--- src/rtl/pe_switch_ctx_seq_pkg.sv ---
// Shared definitions for the PE switch context sequencer.
// Latency: n/a (constants, types and pure functions only).
// Backpressure: n/a.
// Contents: selector field geometry, idle switch word, FSM state type and
// the field-legality helpers used when PE_SWITCH_CHECK_EN is defined.
package pe_switch_ctx_seq_pkg;

    localparam int SEL_W = 4;
    localparam int N_SEL = 7;
    localparam logic [SEL_W-1:0] SEL_MAX = 4'd8;

    // Every selector at 4'hF makes the crossbar fall back to its default output.
    localparam logic [SEL_W*N_SEL-1:0] IDLE_SW = '1;

    // Selector field positions inside the switch word (LSB of each field).
    localparam int FLD_LSU_LSB = 24;
    localparam int FLD_A_LSB   = 20;
    localparam int FLD_B_LSB   = 16;
    localparam int FLD_N_LSB   = 12;
    localparam int FLD_S_LSB   = 8;
    localparam int FLD_W_LSB   = 4;
    localparam int FLD_E_LSB   = 0;

    typedef enum logic [2:0] {
        ST_IDLE,
        ST_LOAD,
        ST_READY,
        ST_RUN,
        ST_DONE
    } state_t;

    // Replace every out-of-range selector with the idle code.
    function automatic logic [SEL_W*N_SEL-1:0] sanitize_sw(input logic [SEL_W*N_SEL-1:0] w);
        logic [SEL_W*N_SEL-1:0] r;
        r = w;
        for (int i = 0; i < N_SEL; i++) begin
            if (w[i*SEL_W +: SEL_W] > SEL_MAX) begin
                r[i*SEL_W +: SEL_W] = '1;
            end
        end
        return r;
    endfunction

    // High when any selector field is out of range.
    function automatic logic sw_illegal(input logic [SEL_W*N_SEL-1:0] w);
        logic bad;
        bad = 1'b0;
        for (int i = 0; i < N_SEL; i++) begin
            if (w[i*SEL_W +: SEL_W] > SEL_MAX) begin
                bad = 1'b1;
            end
        end
        return bad;
    endfunction

endpackage

--- src/rtl/pe_switch_ctx_seq_ctx_mem.sv ---
// Context register file: CTX_DEPTH x SW_W, one sync write, one comb read.
// Latency: write visible on the read port the cycle after the write edge.
// Backpressure: none; the write port is always accepted.
// Ports: clk, we/waddr/wdata (write), raddr/rdata (combinational read).
// Contents are deliberately not reset.
module pe_ctx_mem #(
    parameter int DEPTH = 8,
    parameter int AW    = 3,
    parameter int W     = 28
) (
    input  logic          clk,
    input  logic          we,
    input  logic [AW-1:0] waddr,
    input  logic [W-1:0]  wdata,
    input  logic [AW-1:0] raddr,
    output logic [W-1:0]  rdata
);

    logic [W-1:0] mem [DEPTH];

    always_ff @(posedge clk) begin
        if (we) begin
            mem[waddr] <= wdata;
        end
    end

    assign rdata = mem[raddr];

endmodule

--- src/rtl/pe_switch_ctx_seq.sv ---
// Loads crossbar switch words over a valid/ready stream and replays them per iteration.
// Latency: start accepted at t -> first context on switch at t+1; done one cycle after last.
// Backpressure: cfg_ready low during RUN/DONE; stall freezes the replay in place.
// Ports: cfg_* load stream, start/run_iters launch, stall, switch/sw_valid to the
// crossbar, busy/done status, ctx_cnt loaded depth, cfg_err sticky error.
// Option: define PE_SWITCH_CHECK_EN to range-check every selector field on load
// (illegal fields stored as 4'hF and flagged in cfg_err).
module pe_switch_ctx_seq
    import pe_switch_ctx_seq_pkg::*;
#(
    parameter int SW_W      = 28,
    parameter int CTX_DEPTH = 8,
    parameter int CTX_AW    = 3,
    parameter int ITER_W    = 16
) (
    input  logic              clk,
    input  logic              rst,
    input  logic              cfg_valid,
    output logic              cfg_ready,
    input  logic [SW_W-1:0]   cfg_data,
    input  logic              cfg_last,
    input  logic              start,
    input  logic [ITER_W-1:0] run_iters,
    input  logic              stall,
    output logic [SW_W-1:0]   switch,
    output logic              sw_valid,
    output logic              busy,
    output logic              done,
    output logic [CTX_AW:0]   ctx_cnt,
    output logic              cfg_err
);

    state_t              state_q, state_d;
    logic [CTX_AW-1:0]   wr_ptr;
    logic [CTX_AW-1:0]   rd_ptr;
    logic [ITER_W-1:0]   iters;

    logic                cfg_fire;
    logic                wr_full;
    logic                overflow;
    logic                field_err;
    logic                ctx_last;
    logic                iter_last;
    logic [CTX_AW-1:0]   wr_addr;
    logic [CTX_AW-1:0]   rd_addr;
    logic [SW_W-1:0]     wr_data;
    logic [SW_W-1:0]     rd_data;

    assign cfg_ready = (state_q == ST_IDLE) || (state_q == ST_LOAD) || (state_q == ST_READY);
    assign cfg_fire  = cfg_valid && cfg_ready;
    assign wr_full   = (wr_ptr == CTX_AW'(CTX_DEPTH - 1));
    // A full memory with no cfg_last closes the load and flags the overrun.
    assign overflow  = (state_q == ST_LOAD) && wr_full && !cfg_last;
    assign ctx_last  = (({1'b0, rd_ptr} + (CTX_AW+1)'(1)) == ctx_cnt);
    assign iter_last = (iters == ITER_W'(1));

    // Loads from IDLE/READY always restart at index 0.
    assign wr_addr = (state_q == ST_LOAD) ? wr_ptr : '0;
    // Read address is the context to show on the next edge: 0 at launch or wrap.
    assign rd_addr = (state_q == ST_RUN && !ctx_last) ? rd_ptr + CTX_AW'(1) : '0;

`ifdef PE_SWITCH_CHECK_EN
    assign wr_data   = SW_W'(sanitize_sw(cfg_data));
    assign field_err = sw_illegal(cfg_data);
`else
    assign wr_data   = cfg_data;
    assign field_err = 1'b0;
`endif

    pe_ctx_mem #(
        .DEPTH (CTX_DEPTH),
        .AW    (CTX_AW),
        .W     (SW_W)
    ) u_ctx_mem (
        .clk   (clk),
        .we    (cfg_fire),
        .waddr (wr_addr),
        .wdata (wr_data),
        .raddr (rd_addr),
        .rdata (rd_data)
    );

    always_comb begin
        state_d = state_q;
        unique case (state_q)
            ST_IDLE: begin
                if (cfg_fire) state_d = cfg_last ? ST_READY : ST_LOAD;
            end
            ST_LOAD: begin
                if (cfg_fire && (cfg_last || wr_full)) state_d = ST_READY;
            end
            ST_READY: begin
                // A config beat wins over a simultaneous start.
                if (cfg_fire)   state_d = cfg_last ? ST_READY : ST_LOAD;
                else if (start) state_d = (run_iters == '0) ? ST_DONE : ST_RUN;
            end
            ST_RUN: begin
                if (!stall && ctx_last && iter_last) state_d = ST_DONE;
            end
            ST_DONE: begin
                state_d = ST_READY;
            end
            default: state_d = ST_IDLE;
        endcase
    end

    always_ff @(posedge clk) begin
        if (rst) begin
            state_q  <= ST_IDLE;
            switch   <= SW_W'(IDLE_SW);
            sw_valid <= 1'b0;
            wr_ptr   <= '0;
            rd_ptr   <= '0;
            iters    <= '0;
            ctx_cnt  <= '0;
            cfg_err  <= 1'b0;
        end else begin
            state_q <= state_d;

            if (cfg_fire && (field_err || overflow)) cfg_err <= 1'b1;

            if (cfg_fire) begin
                if (state_q == ST_LOAD) begin
                    wr_ptr <= wr_ptr + CTX_AW'(1);
                    if (cfg_last || wr_full) ctx_cnt <= {1'b0, wr_ptr} + (CTX_AW+1)'(1);
                end else begin
                    wr_ptr  <= CTX_AW'(1);
                    ctx_cnt <= cfg_last ? (CTX_AW+1)'(1) : '0;
                end
            end

            if (state_q == ST_READY && state_d == ST_RUN) begin
                switch   <= rd_data;
                sw_valid <= 1'b1;
                rd_ptr   <= '0;
                iters    <= run_iters;
            end else if (state_q == ST_RUN && !stall) begin
                if (ctx_last && iter_last) begin
                    switch   <= SW_W'(IDLE_SW);
                    sw_valid <= 1'b0;
                    rd_ptr   <= '0;
                end else begin
                    switch <= rd_data;
                    rd_ptr <= ctx_last ? '0 : rd_ptr + CTX_AW'(1);
                    if (ctx_last) iters <= iters - ITER_W'(1);
                end
            end
        end
    end

    assign busy = (state_q == ST_RUN);
    assign done = (state_q == ST_DONE);

endmodule

--- config.mk ---
export PLATFORM = sky130hd
export DESIGN_NAME = pe_switch_ctx_seq
export DESIGN_NICKNAME = d
export VERILOG_FILES = /design/src/rtl/pe_switch_ctx_seq_pkg.sv /design/src/rtl/pe_switch_ctx_seq_ctx_mem.sv /design/src/rtl/pe_switch_ctx_seq.sv
export SDC_FILE = /design/constraint.sdc
export NUM_CORES = 1
export LEC_CHECK = 0
export CORE_MARGIN = 2
export CORE_UTILIZATION = 60
export DETAILED_ROUTE_END_ITERATION = 7
export HOLD_SLACK_MARGIN = 0.06
export PLACE_DENSITY = 0.88
export SETUP_SLACK_MARGIN = 0.4
export SYNTH_ARGS = -nofsm -noshare
export SYNTH_HDL_FRONTEND = slang
export SYNTH_SLANG_ARGS = --single-unit
export TNS_END_PERCENT = 30
--- constraint.sdc ---
create_clock -name clk -period 5.9 [get_ports clk]
set_input_delay 1.18 -clock clk [delete_from_list [all_inputs] [get_ports clk]]
set_output_delay 1.18 -clock clk [all_outputs]
set_load 0.02 [all_outputs]
==> results of run 1 <==
## synthesized netlist by cell type (8+ instances only)
library cell / n / share of area [%]
sky130_fd_sc_hd__a21oi_1: 18 / 0.81
sky130_fd_sc_hd__a222oi_1: 27 / 2.4
sky130_fd_sc_hd__a2bb2oi_1: 28 / 2.2
sky130_fd_sc_hd__buf_2: 9 / 0.40
sky130_fd_sc_hd__clkbuf_1: 37 / 1.2
sky130_fd_sc_hd__dfxtp_1: 59 / 11
sky130_fd_sc_hd__edfxtp_1: 224 / 60
sky130_fd_sc_hd__inv_1: 9 / 0.30
sky130_fd_sc_hd__mux2_2: 27 / 2.7
sky130_fd_sc_hd__nand2_1: 70 / 2.4
sky130_fd_sc_hd__nand3_1: 35 / 1.6
sky130_fd_sc_hd__nor2_1: 62 / 2.1
sky130_fd_sc_hd__nor3_1: 9 / 0.40
sky130_fd_sc_hd__o211ai_1: 31 / 2.1
sky130_fd_sc_hd__o21ai_0: 8 / 0.36
sky130_fd_sc_hd__o32a_1: 28 / 2.5
## worst paths after layout
kind | from | end | slack [ns] | cells after the start
max reg2reg | rd_ptr[0]$_SDFFE_PP0P_ | switch[24]$_SDFFE_PP1P_ | 1.94 | 7
min | cfg_err$_SDFFE_PP0P_ | cfg_err$_SDFFE_PP0P_ | 0.47 | 2
min reg2reg | cfg_err$_SDFFE_PP0P_ | cfg_err$_SDFFE_PP0P_ | 0.47 | 2
max | rd_ptr[0]$_SDFFE_PP0P_ | switch[24]$_SDFFE_PP1P_ | 1.94 | 7
## worst max-delay path, stage by stage (launching register included)
cell and delay (ns):
sky130_fd_sc_hd__dfxtp_2 1.08, sky130_fd_sc_hd__ha_1 0.47, sky130_fd_sc_hd__xor2_2 0.51, sky130_fd_sc_hd__o311a_1 0.75, sky130_fd_sc_hd__buf_4 0.41, sky130_fd_sc_hd__a221oi_1 0.14, sky130_fd_sc_hd__o21a_1 0.15, sky130_fd_sc_hd__o32a_1 0.33
## cell type report
cell class	instances	share of cell area [%]
flip-flops and latches	283	60.2
multi-input cells	444	23.3
repair buffers	107	7.75
clock buffers	39	5.64
well taps	229	2.18
clock inverters	11	0.648
inverters	10	0.286
## cells by family after synthesis
kind of cell	Yosys count	synth area share (%)
compound gates	186	13.9
fa+ha+maj	5	0.561
simple gates	214	8.87
mux	30	3.00
buf+inv	57	2.02
xor+xnor	9	0.707
flops	283	71.0
## flip-flops by register name, indices dropped and copies added, names as in the netlist
register / cells
ctx_cnt: 4
switch: 28
state_q: 3
iters: 16
cfg_err: 1
wr_ptr: 3
sw_valid: 1
u_ctx_mem.mem: 224
rd_ptr: 3
## report_power, final
group / internal, mW / leakage [nW] / total, mW / switching (mW)
clock: 0.917 / 0.409 / 1.61 / 0.694
combinational: 0.125 / 1.39 / 0.294 / 0.168
sequential: 2.19 / 2.51 / 2.22 / 0.0296
total: 3.24 / 4.31 / 4.13 / 0.892
## per-layer routing
| metal | vias up | share of wire, % | global-route usage, % |
|---|---|---|---|
| met5 | - | 0 | 0 |
| met4 | 0 | 2.8 | 9.30 |
| met3 | 63 | 10 | 4.68 |
| met2 | 486 | 50 | 43.6 |
| met1 | 3682 | 37 | 34.9 |
| li1 | 3305 | - | - |
## through the flow
stage	total power [mW]	worst slack [ns]	cell area, sq um	hold WS, ns	instances
after detailed placement	2.55	1.66	12300	0.466	1073
after floorplan	2.42	1.80	11100	0.464	784
after CTS	4.14	2.02	13100	0.476	1123
final	4.13	1.94	13100	0.470	1123
after global routing	4.25	1.76	13100	0.484	1123
after global placement	2.54	1.74	12300	0.455	1073
## placed cells by master (no fill, tap or decap), types with 10 or more instances in the layout
cell,instances
sky130_fd_sc_hd__edfxtp_1,224
sky130_fd_sc_hd__clkbuf_1,10
sky130_fd_sc_hd__nand2_1,70
sky130_fd_sc_hd__mux2_2,27
sky130_fd_sc_hd__nor2_1,54
sky130_fd_sc_hd__buf_4,21
sky130_fd_sc_hd__o211ai_1,31
sky130_fd_sc_hd__clkbuf_16,27
sky130_fd_sc_hd__nand3_1,35
sky130_fd_sc_hd__a21oi_1,18
sky130_fd_sc_hd__o32a_1,28
sky130_fd_sc_hd__clkdlybuf4s50_1,86
sky130_fd_sc_hd__dfxtp_1,58
sky130_fd_sc_hd__a222oi_1,27
sky130_fd_sc_hd__a2bb2oi_1,28
==> impl_results.html, run 1 <==
<table>
<tr><th>Metric</th><th>Value</th></tr>
<tr><th colspan="2">Clocking</th></tr>
<tr><td>Post-CTS Setup Bufs</td><td>0</td></tr>
<tr><td>Later-pin clock latency in the skew report</td><td>0.53 ns</td></tr>
<tr><td>Clock root buffer</td><td>sky130_fd_sc_hd__clkbuf_16</td></tr>
<tr><td>Maximum buffer depth of the clock tree</td><td>3</td></tr>
<tr><td>TritonCTS clock tree</td><td>done</td></tr>
<tr><td>Total of cells resized after clock tree synthesis</td><td>0</td></tr>
<tr><td>Total CTS buffers</td><td>27</td></tr>
<tr><td>Number of sinks on the clock net</td><td>283</td></tr>
<tr><td>Htree depth</td><td>1</td></tr>
<tr><td>Hold Buf Count CTS</td><td>0</td></tr>
<tr><td>Clock transition at the registers of the reported paths</td><td>0.06 ns</td></tr>
<tr><th colspan="2">STA</th></tr>
<tr><td>Ratio of final minimum period to clock period</td><td>67.1%</td></tr>
<tr><td>Unrepaired setup endpoints after global routing</td><td>false</td></tr>
<tr><td>Post-Route Setup TNS</td><td>0 ns</td></tr>
<tr><td>Clock Skew</td><td>0.0220 ns</td></tr>
<tr><td>Transition at the pin with the smallest max-transition slack</td><td>1.14 ns</td></tr>
<tr><td>Shortest period the worst path allows</td><td>3.96 ns</td></tr>
<tr><td>Maximum operating frequency</td><td>253 MHz</td></tr>
<tr><td>Endpoints failing setup</td><td>0</td></tr>
<tr><td>Rel. slew slack</td><td>23.8%</td></tr>
<tr><td>Final Max Tran Viols</td><td>0</td></tr>
<tr><td>Number of endpoints with negative hold slack in the final report</td><td>0</td></tr>
<tr><th colspan="2">Synthesis</th></tr>
<tr><td>Avg Inst Size Synth</td><td>14.2 sq um</td></tr>
<tr><td>Count of cell types in the netlist</td><td>58</td></tr>
<tr><td>Flip-flop and latch count after synthesis</td><td>283</td></tr>
<tr><td>Share of flip-flops with an asynchronous set or reset after synthesis</td><td>0%</td></tr>
<tr><td>Number of flops mapped to enable cells by yosys</td><td>224</td></tr>
<tr><td>Portion of the post-synthesis area used by sequential elements</td><td>71.0%</td></tr>
<tr><td>Yosys synthesis warning count</td><td>0</td></tr>
<tr><td>Nets in the synthesized netlist</td><td>839</td></tr>
<tr><td>Instance count of the mapped netlist</td><td>784</td></tr>
<tr><td>Primary FF master, synth</td><td>sky130_fd_sc_hd__edfxtp_1</td></tr>
<tr><td>Area of the mapped netlist</td><td>0.0111 sq mm</td></tr>
<tr><th colspan="2">Global routing</th></tr>
<tr><td>Number of global-route vias before repair</td><td>7298</td></tr>
<tr><td>Antenna violations before repair</td><td>0</td></tr>
<tr><td>Wire length of the first global-routing pass</td><td>39.9 mm</td></tr>
<tr><td>Pin count of the biggest net entering global routing</td><td>55</td></tr>
<tr><td>GRT Util Overall</td><td>26.1%</td></tr>
<tr><td>Grt total ovfl</td><td>0</td></tr>
<tr><th colspan="2">Place</th></tr>
<tr><td>Final weighted congestion in routability-driven placement</td><td>0.820</td></tr>
<tr><td>HPWL Detailed</td><td>14.3 mm</td></tr>
<tr><td>IO Port Bufs</td><td>86</td></tr>
<tr><th colspan="2">Setup path</th></tr>
<tr><td>Startpoint Class</td><td>register</td></tr>
<tr><td>Endpoint class of the critical path</td><td>register</td></tr>
<tr><td>Critical Setup Path Class</td><td>register to register</td></tr>
<tr><td>Data required, critical path</td><td>6.31 ns</td></tr>
<tr><td>Data arrival at the endpoint of the critical path</td><td>4.37 ns</td></tr>
<tr><td>Critical path fanouts, max</td><td>38</td></tr>
<tr><th colspan="2">Drt</th></tr>
<tr><td>Total routed wirelength</td><td>26.0 mm</td></tr>
<tr><td>Routed wirelength normalized by instance count</td><td>23.2 um</td></tr>
<tr><td>Via-per-instance ratio</td><td>6.71</td></tr>
<tr><td>Residual antenna-violating net count after detailed routing</td><td>0</td></tr>
<tr><td>Detailed router's first-iteration violation count</td><td>1044</td></tr>
<tr><td>DR DRC count</td><td>0</td></tr>
<tr><td>Via count</td><td>7536</td></tr>
<tr><td>Iteration count of the initial detailed-routing pass</td><td>5</td></tr>
<tr><th colspan="2">Cells and area</th></tr>
<tr><td>Area of all sequential standard cells</td><td>0.00791 sq mm</td></tr>
<tr><td>Ratio of cells with drive above 1 in the final layout</td><td>12.0%</td></tr>
<tr><td>Total inserted antenna cells</td><td>0</td></tr>
<tr><td>Multi-input gate area</td><td>0.00306 sq mm</td></tr>
<tr><td>Total of fill cells in the finished design</td><td>1081</td></tr>
<tr><td>Area Growth Syn to Fin</td><td>17.9%</td></tr>
<tr><td>Final Util</td><td>72.6%</td></tr>
<tr><td>Post-layout nets</td><td>928</td></tr>
<tr><th colspan="2">Run status</th></tr>
<tr><td>Status</td><td>finished clean</td></tr>
<tr><th colspan="2">Die</th></tr>
<tr><td>Die Ht</td><td>140 um</td></tr>
<tr><td>Die Area</td><td>0.0197 sq mm</td></tr>
<tr><td>Number of cell rows</td><td>49</td></tr>
<tr><td>Area of the core</td><td>0.0181 sq mm</td></tr>
<tr><td>Initial core utilization</td><td>61.6%</td></tr>
<tr><td>Chip Width</td><td>140 um</td></tr>
<tr><td>I/O pins</td><td>87</td></tr>
<tr><th colspan="2">Power</th></tr>
<tr><td>Total power divided by cell area</td><td>314 mW/mm^2</td></tr>
<tr><td>Static power due to leakage</td><td>4.31 nW</td></tr>
<tr><td>Worst IR Drop VDD</td><td>0.262 mV</td></tr>
<tr><th colspan="2">Hold path</th></tr>
<tr><td>Worst hold path type</td><td>register to register</td></tr>
<tr><th colspan="2">Job</th></tr>
<tr><td>Count of max-cap constraint violations</td><td>0</td></tr>
</table>
Note: power is estimated with default switching activity, not from simulation.
==> inputs of run 2 (changes only) <==
CORE_UTILIZATION = 58   (was 60)
PLACE_DENSITY = 0.85   (was 0.88)
clock period = 4.1 ns   (was 5.9 ns; I/O delays follow)
==> run 2 against run 1 <==
Compared with the run above:
- count of clock-buffer cells in the layout shrank 1
- via count is 2.5% lower
- cell area grew 0.70%
- cell count increased by 0.62%
- non-clock buffer count increased by 2
- die area is 3.3% higher
- sequential power up 44%
- critical path depth up 1
- sequential share of layout area decreased by 0.42 points
- clock skew shrank 0.0084 ns
- worst hold slack improved by 0.021 ns
- clock power is 53% higher
- highest routed layer unchanged
==> impl_results.html, run 2 (synthesized netlist as in run 1, its figures left out) <==
<table>
<tr><th>Metric</th><th>Value</th></tr>
<tr><th colspan="2">Run status</th></tr>
<tr><td>Status</td><td>finished clean</td></tr>
<tr><th colspan="2">Clocking</th></tr>
<tr><td>Post-CTS Setup Bufs</td><td>0 (unchanged)</td></tr>
<tr><td>Hold Buf Count CTS</td><td>0 (unchanged)</td></tr>
<tr><td>Clock transition at the registers of the reported paths</td><td>0.06 ns (about the same)</td></tr>
<tr><td>Total of cells resized after clock tree synthesis</td><td>0 (unchanged)</td></tr>
<tr><td>Maximum buffer depth of the clock tree</td><td>3 (unchanged)</td></tr>
<tr><td>Clock root buffer</td><td>sky130_fd_sc_hd__clkbuf_16</td></tr>
<tr><td>Htree depth</td><td>1 (unchanged)</td></tr>
<tr><td>Later-pin clock latency in the skew report</td><td>0.53 ns (about the same)</td></tr>
<tr><td>TritonCTS clock tree</td><td>done</td></tr>
<tr><td>Total CTS buffers</td><td>27 (unchanged)</td></tr>
<tr><td>Number of sinks on the clock net</td><td>283 (unchanged)</td></tr>
<tr><th colspan="2">STA</th></tr>
<tr><td>Shortest period the worst path allows</td><td>3.26 ns</td></tr>
<tr><td>Final Max Tran Viols</td><td>0 (unchanged)</td></tr>
<tr><td>Final worst-path setup slack</td><td>0.838 ns (-1.10 ns)</td></tr>
<tr><td>Clock Skew</td><td>0.0137 ns (-0.00836 ns)</td></tr>
<tr><td>Ratio of final minimum period to clock period</td><td>79.6%</td></tr>
<tr><td>Post-Route Setup TNS</td><td>0 ns (unchanged)</td></tr>
<tr><td>Unrepaired setup endpoints after global routing</td><td>false</td></tr>
<tr><td>Endpoints failing setup</td><td>0 (unchanged)</td></tr>
<tr><td>Number of endpoints with negative hold slack in the final report</td><td>0 (unchanged)</td></tr>
<tr><td>Maximum operating frequency</td><td>307 MHz</td></tr>
<tr><td>Rel. slew slack</td><td>34.4% (+11 points)</td></tr>
<tr><td>Transition at the pin with the smallest max-transition slack</td><td>0.980 ns (-0.163 ns)</td></tr>
<tr><th colspan="2">Die</th></tr>
<tr><td>Die Ht</td><td>143 um (+1.7%)</td></tr>
<tr><td>Chip Width</td><td>143 um (+1.7%)</td></tr>
<tr><td>I/O pins</td><td>87 (unchanged)</td></tr>
<tr><td>Number of cell rows</td><td>50 (+2.0%)</td></tr>
<tr><td>Initial core utilization</td><td>59.4% (-2.2 points)</td></tr>
<tr><td>Area of the core</td><td>0.0188 sq mm (+3.8%)</td></tr>
<tr><td>Die Area</td><td>0.0203 sq mm (+3.3%)</td></tr>
<tr><th colspan="2">Global routing</th></tr>
<tr><td>Antenna violations before repair</td><td>1 (+1)</td></tr>
<tr><td>Wire length of the first global-routing pass</td><td>39.3 mm (-1.5%)</td></tr>
<tr><td>GRT Util Overall</td><td>25.2% (-0.91 points)</td></tr>
<tr><td>Number of global-route vias before repair</td><td>7256 (-0.58%)</td></tr>
<tr><td>Grt total ovfl</td><td>0 (unchanged)</td></tr>
<tr><td>Pin count of the biggest net entering global routing</td><td>56 (+1.8%)</td></tr>
<tr><th colspan="2">Place</th></tr>
<tr><td>Final weighted congestion in routability-driven placement</td><td>0.838 (+2.2%)</td></tr>
<tr><td>Pre-CTS setup slack</td><td>0.399 ns (-1.26 ns)</td></tr>
<tr><td>HPWL Detailed</td><td>13.9 mm (-2.6%)</td></tr>
<tr><td>DP Cell Count</td><td>1080 (+0.65%)</td></tr>
<tr><td>IO Port Bufs</td><td>86 (unchanged)</td></tr>
<tr><th colspan="2">Drt</th></tr>
<tr><td>Via-per-instance ratio</td><td>6.50 (-3.1%)</td></tr>
<tr><td>DR DRC count</td><td>0 (unchanged)</td></tr>
<tr><td>Detailed router's first-iteration violation count</td><td>883 (-15%)</td></tr>
<tr><td>Via count</td><td>7348 (-2.5%)</td></tr>
<tr><td>Residual antenna-violating net count after detailed routing</td><td>0 (unchanged)</td></tr>
<tr><td>Iteration count of the initial detailed-routing pass</td><td>5 (unchanged)</td></tr>
<tr><td>Total routed wirelength</td><td>25.6 mm (-1.4%)</td></tr>
<tr><td>Routed wirelength normalized by instance count</td><td>22.7 um (-2.0%)</td></tr>
<tr><th colspan="2">Setup path</th></tr>
<tr><td>Critical Setup Path Class</td><td>primary input to register</td></tr>
<tr><td>Startpoint Class</td><td>primary input</td></tr>
<tr><td>Data arrival at the endpoint of the critical path</td><td>3.66 ns (-0.71 ns)</td></tr>
<tr><td>Endpoint class of the critical path</td><td>register</td></tr>
<tr><td>Data required, critical path</td><td>4.50 ns (-1.81 ns)</td></tr>
<tr><td>Critical path fanouts, max</td><td>28 (-26%)</td></tr>
<tr><th colspan="2">Cells and area</th></tr>
<tr><td>Highest-count cells in the layout ignoring fill and taps</td><td>sky130_fd_sc_hd__edfxtp_1 (224), sky130_fd_sc_hd__clkdlybuf4s50_1 (86), sky130_fd_sc_hd__nand2_1 (70)</td></tr>
<tr><td>Final Util</td><td>70.5% (-2.2 points)</td></tr>
<tr><td>Largest Register</td><td>u_ctx_mem.mem</td></tr>
<tr><td>Area of all sequential standard cells</td><td>0.00791 sq mm (unchanged)</td></tr>
<tr><td>Number of flip-flops under the largest register name</td><td>224 (unchanged)</td></tr>
<tr><td>Number of cells in the finished layout apart from fillers</td><td>1130 (+0.62%)</td></tr>
<tr><td>Area Growth Syn to Fin</td><td>18.7%</td></tr>
<tr><td>Ratio of cells with drive above 1 in the final layout</td><td>12.7% (+0.77 points)</td></tr>
<tr><td>Multi-input gate area</td><td>0.00306 sq mm (+0.20%)</td></tr>
<tr><td>Most common cell after layout, fill and taps aside</td><td>sky130_fd_sc_hd__edfxtp_1</td></tr>
<tr><td>Post-layout nets</td><td>930 (+0.22%)</td></tr>
<tr><td>Top Registers</td><td>u_ctx_mem.mem x224, switch x28, iters x16</td></tr>
<tr><td>Total of fill cells in the finished design</td><td>1186 (+9.7%)</td></tr>
<tr><th colspan="2">Power</th></tr>
<tr><td>Worst IR Drop VDD</td><td>0.377 mV (+44%)</td></tr>
<tr><td>Static power due to leakage</td><td>4.33 nW (+0.56%)</td></tr>
<tr><td>Total power divided by cell area</td><td>460 mW/mm^2 (+46%)</td></tr>
<tr><td>Total Power Consumption</td><td>6.08 mW (+47%)</td></tr>
<tr><th colspan="2">Hold path</th></tr>
<tr><td>Worst hold path type</td><td>register to register</td></tr>
<tr><th colspan="2">Job</th></tr>
<tr><td>Count of max-cap constraint violations</td><td>0 (unchanged)</td></tr>
</table>
## run 2: cell count changes in the layout (fill, tap and decap cells not counted), moves of 2 or more
cell / before / now
sky130_fd_sc_hd__buf_4: 21 / 23
sky130_fd_sc_hd__clkbuf_1: 10 / 6
sky130_fd_sc_hd__clkbuf_8: 2 / 5
sky130_fd_sc_hd__clkinv_1: 3 / 1
sky130_fd_sc_hd__clkinv_2: 6 / 4
sky130_fd_sc_hd__clkinvlp_4: 0 / 3
## run 2: per-layer routing
metal / GRT usage (%) / vias up / routed length [um]
met5: 0 / - / 0
met4: 7.45 / 0 / 506
met3: 4.49 / 51 / 2480
met2: 42.3 / 420 / 12700
met1: 34.1 / 3558 / 9980
li1: - / 3319 / -
## run 2: report_power, final
| group | switching [mW] | total (mW) | internal, mW |
|---|---|---|---|
| Clock | 1.03 | 2.46 | 1.43 |
| Sequential | 0.0390 | 3.20 | 3.16 |
| Combinational | 0.244 | 0.425 | 0.181 |
## run 2: layout make-up
type                       instances  area share [%]
clock buffer                      38            5.80
sequential                       283            59.8
antenna                            1          0.0189
clock inverter                    11           0.908
inverter                          10           0.284
tap                              234            2.21
timing repair buffer             109            7.81
multi-input combinational        444            23.2
## run 2: critical path, cell delays in order
cell and delay (ns):
sky130_fd_sc_hd__clkdlybuf4s50_1 0.62, sky130_fd_sc_hd__inv_1 0.09, sky130_fd_sc_hd__nor3b_1 0.36, sky130_fd_sc_hd__o31ai_1 0.18, sky130_fd_sc_hd__nor2_1 0.76, sky130_fd_sc_hd__o21ai_2 0.11, sky130_fd_sc_hd__buf_4 0.29, sky130_fd_sc_hd__o32a_1 0.42
## run 2: through the flow
step	cell area [sq um]	hold WS [ns]
after floorplan	11100	0.464
after CTS	13200	0.488
final	13200	0.491
after global placement	12300	0.450
after global routing	13200	0.511
after detailed placement	12300	0.473
## run 2: final timing paths
| path | start | endpoint | slack, ns | depth (start not counted) |
|---|---|---|---|---|
| hold reg to reg | switch[20]$_SDFFE_PP1P_ | switch[20]$_SDFFE_PP1P_ | 0.49 | 1 |
| setup / recovery | cfg_valid | switch[1]$_SDFFE_PP1P_ | 0.84 | 8 |
| hold / removal | switch[20]$_SDFFE_PP1P_ | switch[20]$_SDFFE_PP1P_ | 0.49 | 1 |
| setup reg to reg | rd_ptr[1]$_SDFFE_PP0P_ | switch[0]$_SDFFE_PP1P_ | 0.97 | 8 |
==> inputs of run 3 (changes only) <==
CORE_UTILIZATION = 52   (was 58)
PLACE_DENSITY = 0.81   (was 0.85)
clock period = 2.7 ns   (was 4.1 ns; I/O delays follow)
==> run 3 against run 2 <==
Compared with the run above:
- count of clock-buffer cells in the layout is 2 lower
- critical path depth is 3 higher
- largest power group unchanged
- worst hold slack better by 0.0034 ns
- cell area is 9.6% higher
- cell count is 10% higher
- critical endpoint is now switch[27]$_SDFFE_PP1P_
- utilization is 1.5 points lower
- combinational power is 100% higher
- setup slack worse by 0.59 ns
- clock skew is 0.0020 ns lower
- highest routed layer is now met5
==> impl_results.html, run 3 (synthesized netlist as in run 1, its figures left out) <==
<table>
<tr><th>Metric</th><th>Value</th></tr>
<tr><th colspan="2">Run status</th></tr>
<tr><td>Status</td><td>finished clean</td></tr>
<tr><th colspan="2">Global routing</th></tr>
<tr><td>Wire length of the first global-routing pass</td><td>44.3 mm (+13%)</td></tr>
<tr><td>GRT Util Overall</td><td>25.9% (+0.75 points)</td></tr>
<tr><td>Grt total ovfl</td><td>0 (unchanged)</td></tr>
<tr><td>Antenna violations before repair</td><td>1 (unchanged)</td></tr>
<tr><td>Number of global-route vias before repair</td><td>7890 (+8.7%)</td></tr>
<tr><td>Pin count of the biggest net entering global routing</td><td>34 (-39%)</td></tr>
<tr><th colspan="2">Drt</th></tr>
<tr><td>Residual antenna-violating net count after detailed routing</td><td>0 (unchanged)</td></tr>
<tr><td>Via-per-instance ratio</td><td>6.49 (-0.20%)</td></tr>
<tr><td>Iteration count of the initial detailed-routing pass</td><td>5 (unchanged)</td></tr>
<tr><td>Detail Route met2 WL</td><td>14.9 mm (+18%)</td></tr>
<tr><td>Sum of routed wire segments on met1</td><td>11.2 mm (+13%)</td></tr>
<tr><td>Total routed wirelength</td><td>30.4 mm (+18%)</td></tr>
<tr><td>Detailed router's first-iteration violation count</td><td>1145 (+30%)</td></tr>
<tr><td>Via count</td><td>8080 (+10%)</td></tr>
<tr><td>Routed wirelength normalized by instance count</td><td>24.4 um (+7.5%)</td></tr>
<tr><td>DR DRC count</td><td>0 (unchanged)</td></tr>
<tr><td>DR WL met3</td><td>3.01 mm (+21%)</td></tr>
<tr><td>Top layer reached by signal wires</td><td>met5</td></tr>
<tr><th colspan="2">Die</th></tr>
<tr><td>Area of the core</td><td>0.0210 sq mm (+12%)</td></tr>
<tr><td>I/O pins</td><td>87 (unchanged)</td></tr>
<tr><td>Die Area</td><td>0.0226 sq mm (+11%)</td></tr>
<tr><td>Initial core utilization</td><td>53.0% (-6.4 points)</td></tr>
<tr><td>Number of cell rows</td><td>53 (+6.0%)</td></tr>
<tr><td>Die Ht</td><td>150 um (+5.5%)</td></tr>
<tr><td>Chip Width</td><td>150 um (+5.5%)</td></tr>
<tr><th colspan="2">Clocking</th></tr>
<tr><td>Total CTS buffers</td><td>27 (unchanged)</td></tr>
<tr><td>Hold Buf Count CTS</td><td>0 (unchanged)</td></tr>
<tr><td>Maximum buffer depth of the clock tree</td><td>3 (unchanged)</td></tr>
<tr><td>Clock transition at the registers of the reported paths</td><td>0.06 ns (about the same)</td></tr>
<tr><td>Later-pin clock latency in the skew report</td><td>0.55 ns (+0.02 ns)</td></tr>
<tr><td>Number of sinks on the clock net</td><td>283 (unchanged)</td></tr>
<tr><td>TritonCTS clock tree</td><td>done</td></tr>
<tr><td>Clock root buffer</td><td>sky130_fd_sc_hd__clkbuf_16</td></tr>
<tr><td>Htree depth</td><td>1 (unchanged)</td></tr>
<tr><th colspan="2">Setup path</th></tr>
<tr><td>Data required, critical path</td><td>3.13 ns (-1.37 ns)</td></tr>
<tr><td>Critical path fanouts, max</td><td>6 (-79%)</td></tr>
<tr><td>Kind of cell adding the most delay to the critical path</td><td>buffers and inverters</td></tr>
<tr><td>Endpoint class of the critical path</td><td>register</td></tr>
<tr><td>Startpoint of the most critical register-to-register path</td><td>rd_ptr[0]$_SDFFE_PP0P_</td></tr>
<tr><td>Register-to-Register Path Depth</td><td>8 (unchanged)</td></tr>
<tr><td>Slowest stage cell on the critical path</td><td>sky130_fd_sc_hd__clkdlybuf4s50_1</td></tr>
<tr><td>CP peak stage delay</td><td>0.57 ns (-0.19 ns)</td></tr>
<tr><td>Reg2reg setup slack</td><td>0.25 ns (-0.72 ns)</td></tr>
<tr><td>Data arrival at the endpoint of the critical path</td><td>2.88 ns (-0.78 ns)</td></tr>
<tr><td>Logic depth of the worst path, buffers included</td><td>11 (+3)</td></tr>
<tr><td>Critical path capture point</td><td>switch[27]$_SDFFE_PP1P_</td></tr>
<tr><td>Startpoint Class</td><td>primary input</td></tr>
<tr><td>CP Launch Point</td><td>cfg_valid</td></tr>
<tr><td>Critical Setup Path Class</td><td>primary input to register</td></tr>
<tr><td>Library cell appearing most often on the critical path</td><td>sky130_fd_sc_hd__buf_12</td></tr>
<tr><td>Number of buffers and inverters on the critical path</td><td>5 (+2)</td></tr>
<tr><td>Cell Chain, Critical Path</td><td>clkdlybuf4s50_1 -&gt; nor4bb_1 -&gt; a311o_1 -&gt; a211oi_2 -&gt; buf_4 -&gt; nor2_4 -&gt; o21ai_4 -&gt; buf_6 -&gt; buf_12 -&gt; buf_12 -&gt; o32a_1</td></tr>
<tr><td>RR Endpoint</td><td>iters[15]$_SDFFE_PP0P_</td></tr>
<tr><th colspan="2">Power</th></tr>
<tr><td>Worst IR Drop VDD</td><td>0.438 mV (+16%)</td></tr>
<tr><td>Total power divided by cell area</td><td>673 mW/mm^2 (+46%)</td></tr>
<tr><td>Static power due to leakage</td><td>4.92 nW (+14%)</td></tr>
<tr><th colspan="2">Hold path</th></tr>
<tr><td>Worst Hold Launch</td><td>switch[3]$_SDFFE_PP1P_</td></tr>
<tr><td>Cell count of the worst hold path</td><td>1 (unchanged)</td></tr>
<tr><td>Worst hold path type</td><td>register to register</td></tr>
<tr><th colspan="2">STA</th></tr>
<tr><td>Final Max Tran Viols</td><td>0 (unchanged)</td></tr>
<tr><td>Ratio of final minimum period to clock period</td><td>90.8%</td></tr>
<tr><td>Final worst-path setup slack</td><td>0.248 ns (-0.590 ns)</td></tr>
<tr><td>Number of endpoints with negative hold slack in the final report</td><td>0 (unchanged)</td></tr>
<tr><td>Maximum operating frequency</td><td>408 MHz</td></tr>
<tr><td>Transition at the pin with the smallest max-transition slack</td><td>0.669 ns (-0.311 ns)</td></tr>
<tr><td>Clock Skew</td><td>0.0117 ns (-0.00202 ns)</td></tr>
<tr><td>Shortest period the worst path allows</td><td>2.45 ns</td></tr>
<tr><td>Unrepaired setup endpoints after global routing</td><td>true</td></tr>
<tr><td>Endpoints failing setup</td><td>0 (unchanged)</td></tr>
<tr><td>Rel. slew slack</td><td>55.0% (+21 points)</td></tr>
<tr><th colspan="2">Cells and area</th></tr>
<tr><td>Number of flip-flops under the largest register name</td><td>224 (unchanged)</td></tr>
<tr><td>Area Growth Syn to Fin</td><td>30.0%</td></tr>
<tr><td>Top Registers</td><td>u_ctx_mem.mem x224, switch x28, iters x16</td></tr>
<tr><td>Ratio of cells with drive above 1 in the final layout</td><td>22.6% (+9.8 points)</td></tr>
<tr><td>Post-layout nets</td><td>1004 (+8.0%)</td></tr>
<tr><td>Largest Register</td><td>u_ctx_mem.mem</td></tr>
<tr><td>Total inserted antenna cells</td><td>0 (-1)</td></tr>
<tr><td>Final Util</td><td>68.9% (-1.5 points)</td></tr>
<tr><td>Total of fill cells in the finished design</td><td>1277 (+7.7%)</td></tr>
<tr><td>Most common cell after layout, fill and taps aside</td><td>sky130_fd_sc_hd__edfxtp_1</td></tr>
<tr><td>Highest-count cells in the layout ignoring fill and taps</td><td>sky130_fd_sc_hd__edfxtp_1 (224), sky130_fd_sc_hd__clkdlybuf4s50_1 (84), sky130_fd_sc_hd__nand2_1 (69)</td></tr>
<tr><th colspan="2">Place</th></tr>
<tr><td>IO Port Bufs</td><td>86 (unchanged)</td></tr>
<tr><td>Final weighted congestion in routability-driven placement</td><td>0.871 (+4.0%)</td></tr>
<tr><td>HPWL Detailed</td><td>16.5 mm (+19%)</td></tr>
<tr><td>Pre-CTS setup slack</td><td>-0.0549 ns (-0.454 ns)</td></tr>
<tr><th colspan="2">Job</th></tr>
<tr><td>Count of max-cap constraint violations</td><td>0 (unchanged)</td></tr>
</table>
## run 3: what timing repair did
action,in CTS,in global routing
endpoints found under the hold margin,0,0
resized for setup,49,25
buffers inserted,11,9
gates cloned,4,1
setup endpoints to repair,48,48
pin swaps,14,20
## run 3: cell type report
| type | instances | area [sq um] | share of cell area, % |
|---|---|---|---|
| repair buffers | 183 | 1960 | 13.6 |
| inverters | 10 | 38.8 | 0.268 |
| well taps | 275 | 344 | 2.37 |
| clock inverters | 14 | 221 | 1.53 |
| clock buffers | 36 | 729 | 5.03 |
| flip-flops and latches | 283 | 7920 | 54.7 |
| multi-input cells | 444 | 3270 | 22.6 |
## run 3: worst reg2reg max path, cell delays in order, from the launching register on
cell and delay [ns]:
sky130_fd_sc_hd__dfxtp_4 0.37, sky130_fd_sc_hd__ha_4 0.17, sky130_fd_sc_hd__xor2_2 0.15, sky130_fd_sc_hd__or3_4 0.37, sky130_fd_sc_hd__a21o_4 0.25, sky130_fd_sc_hd__or4_4 0.51, sky130_fd_sc_hd__buf_4 0.17, sky130_fd_sc_hd__o311ai_4 0.21
sky130_fd_sc_hd__a31oi_1 0.12
## run 3: how the worst min path moves through the flow
stage                         endpoint
5_1_grt          sw_valid$_SDFFE_PP0P_
3_5_place_dp   switch[27]$_SDFFE_PP1P_
2_1_floorplan    iters[5]$_SDFFE_PP0P_
6_report        switch[3]$_SDFFE_PP1P_
3_3_place_gp      cfg_err$_SDFFE_PP0P_
4_1_cts           cfg_err$_SDFFE_PP0P_
## run 3: per-stage QoR
stage	instance area [sq um]	hold WS (ns)	total power, mW	instances	TNS [ns]
after floorplan	11100	0.464	5.29	784	-1.12
after global placement	12900	0.450	5.64	1170	0
after detailed placement	12900	0.470	5.66	1170	-1.36
after CTS	14300	0.488	9.68	1235	0
after global routing	14500	0.504	9.98	1245	0
final	14500	0.494	9.76	1245	0
## run 3: per-layer routing
layer  GRT usage, %  vias to the layer above
met1           33.4                     3962
met3           4.45                       96
met4           10.5                        2
met5              0                        -
met2           43.8                      551
li1               -                     3469
## run 3: report_power, final
part,leakage [nW],internal (mW),switching [mW]
combinational,1.95,0.409,0.454
clock,0.456,2.40,1.63
sequential,2.52,4.80,0.0650
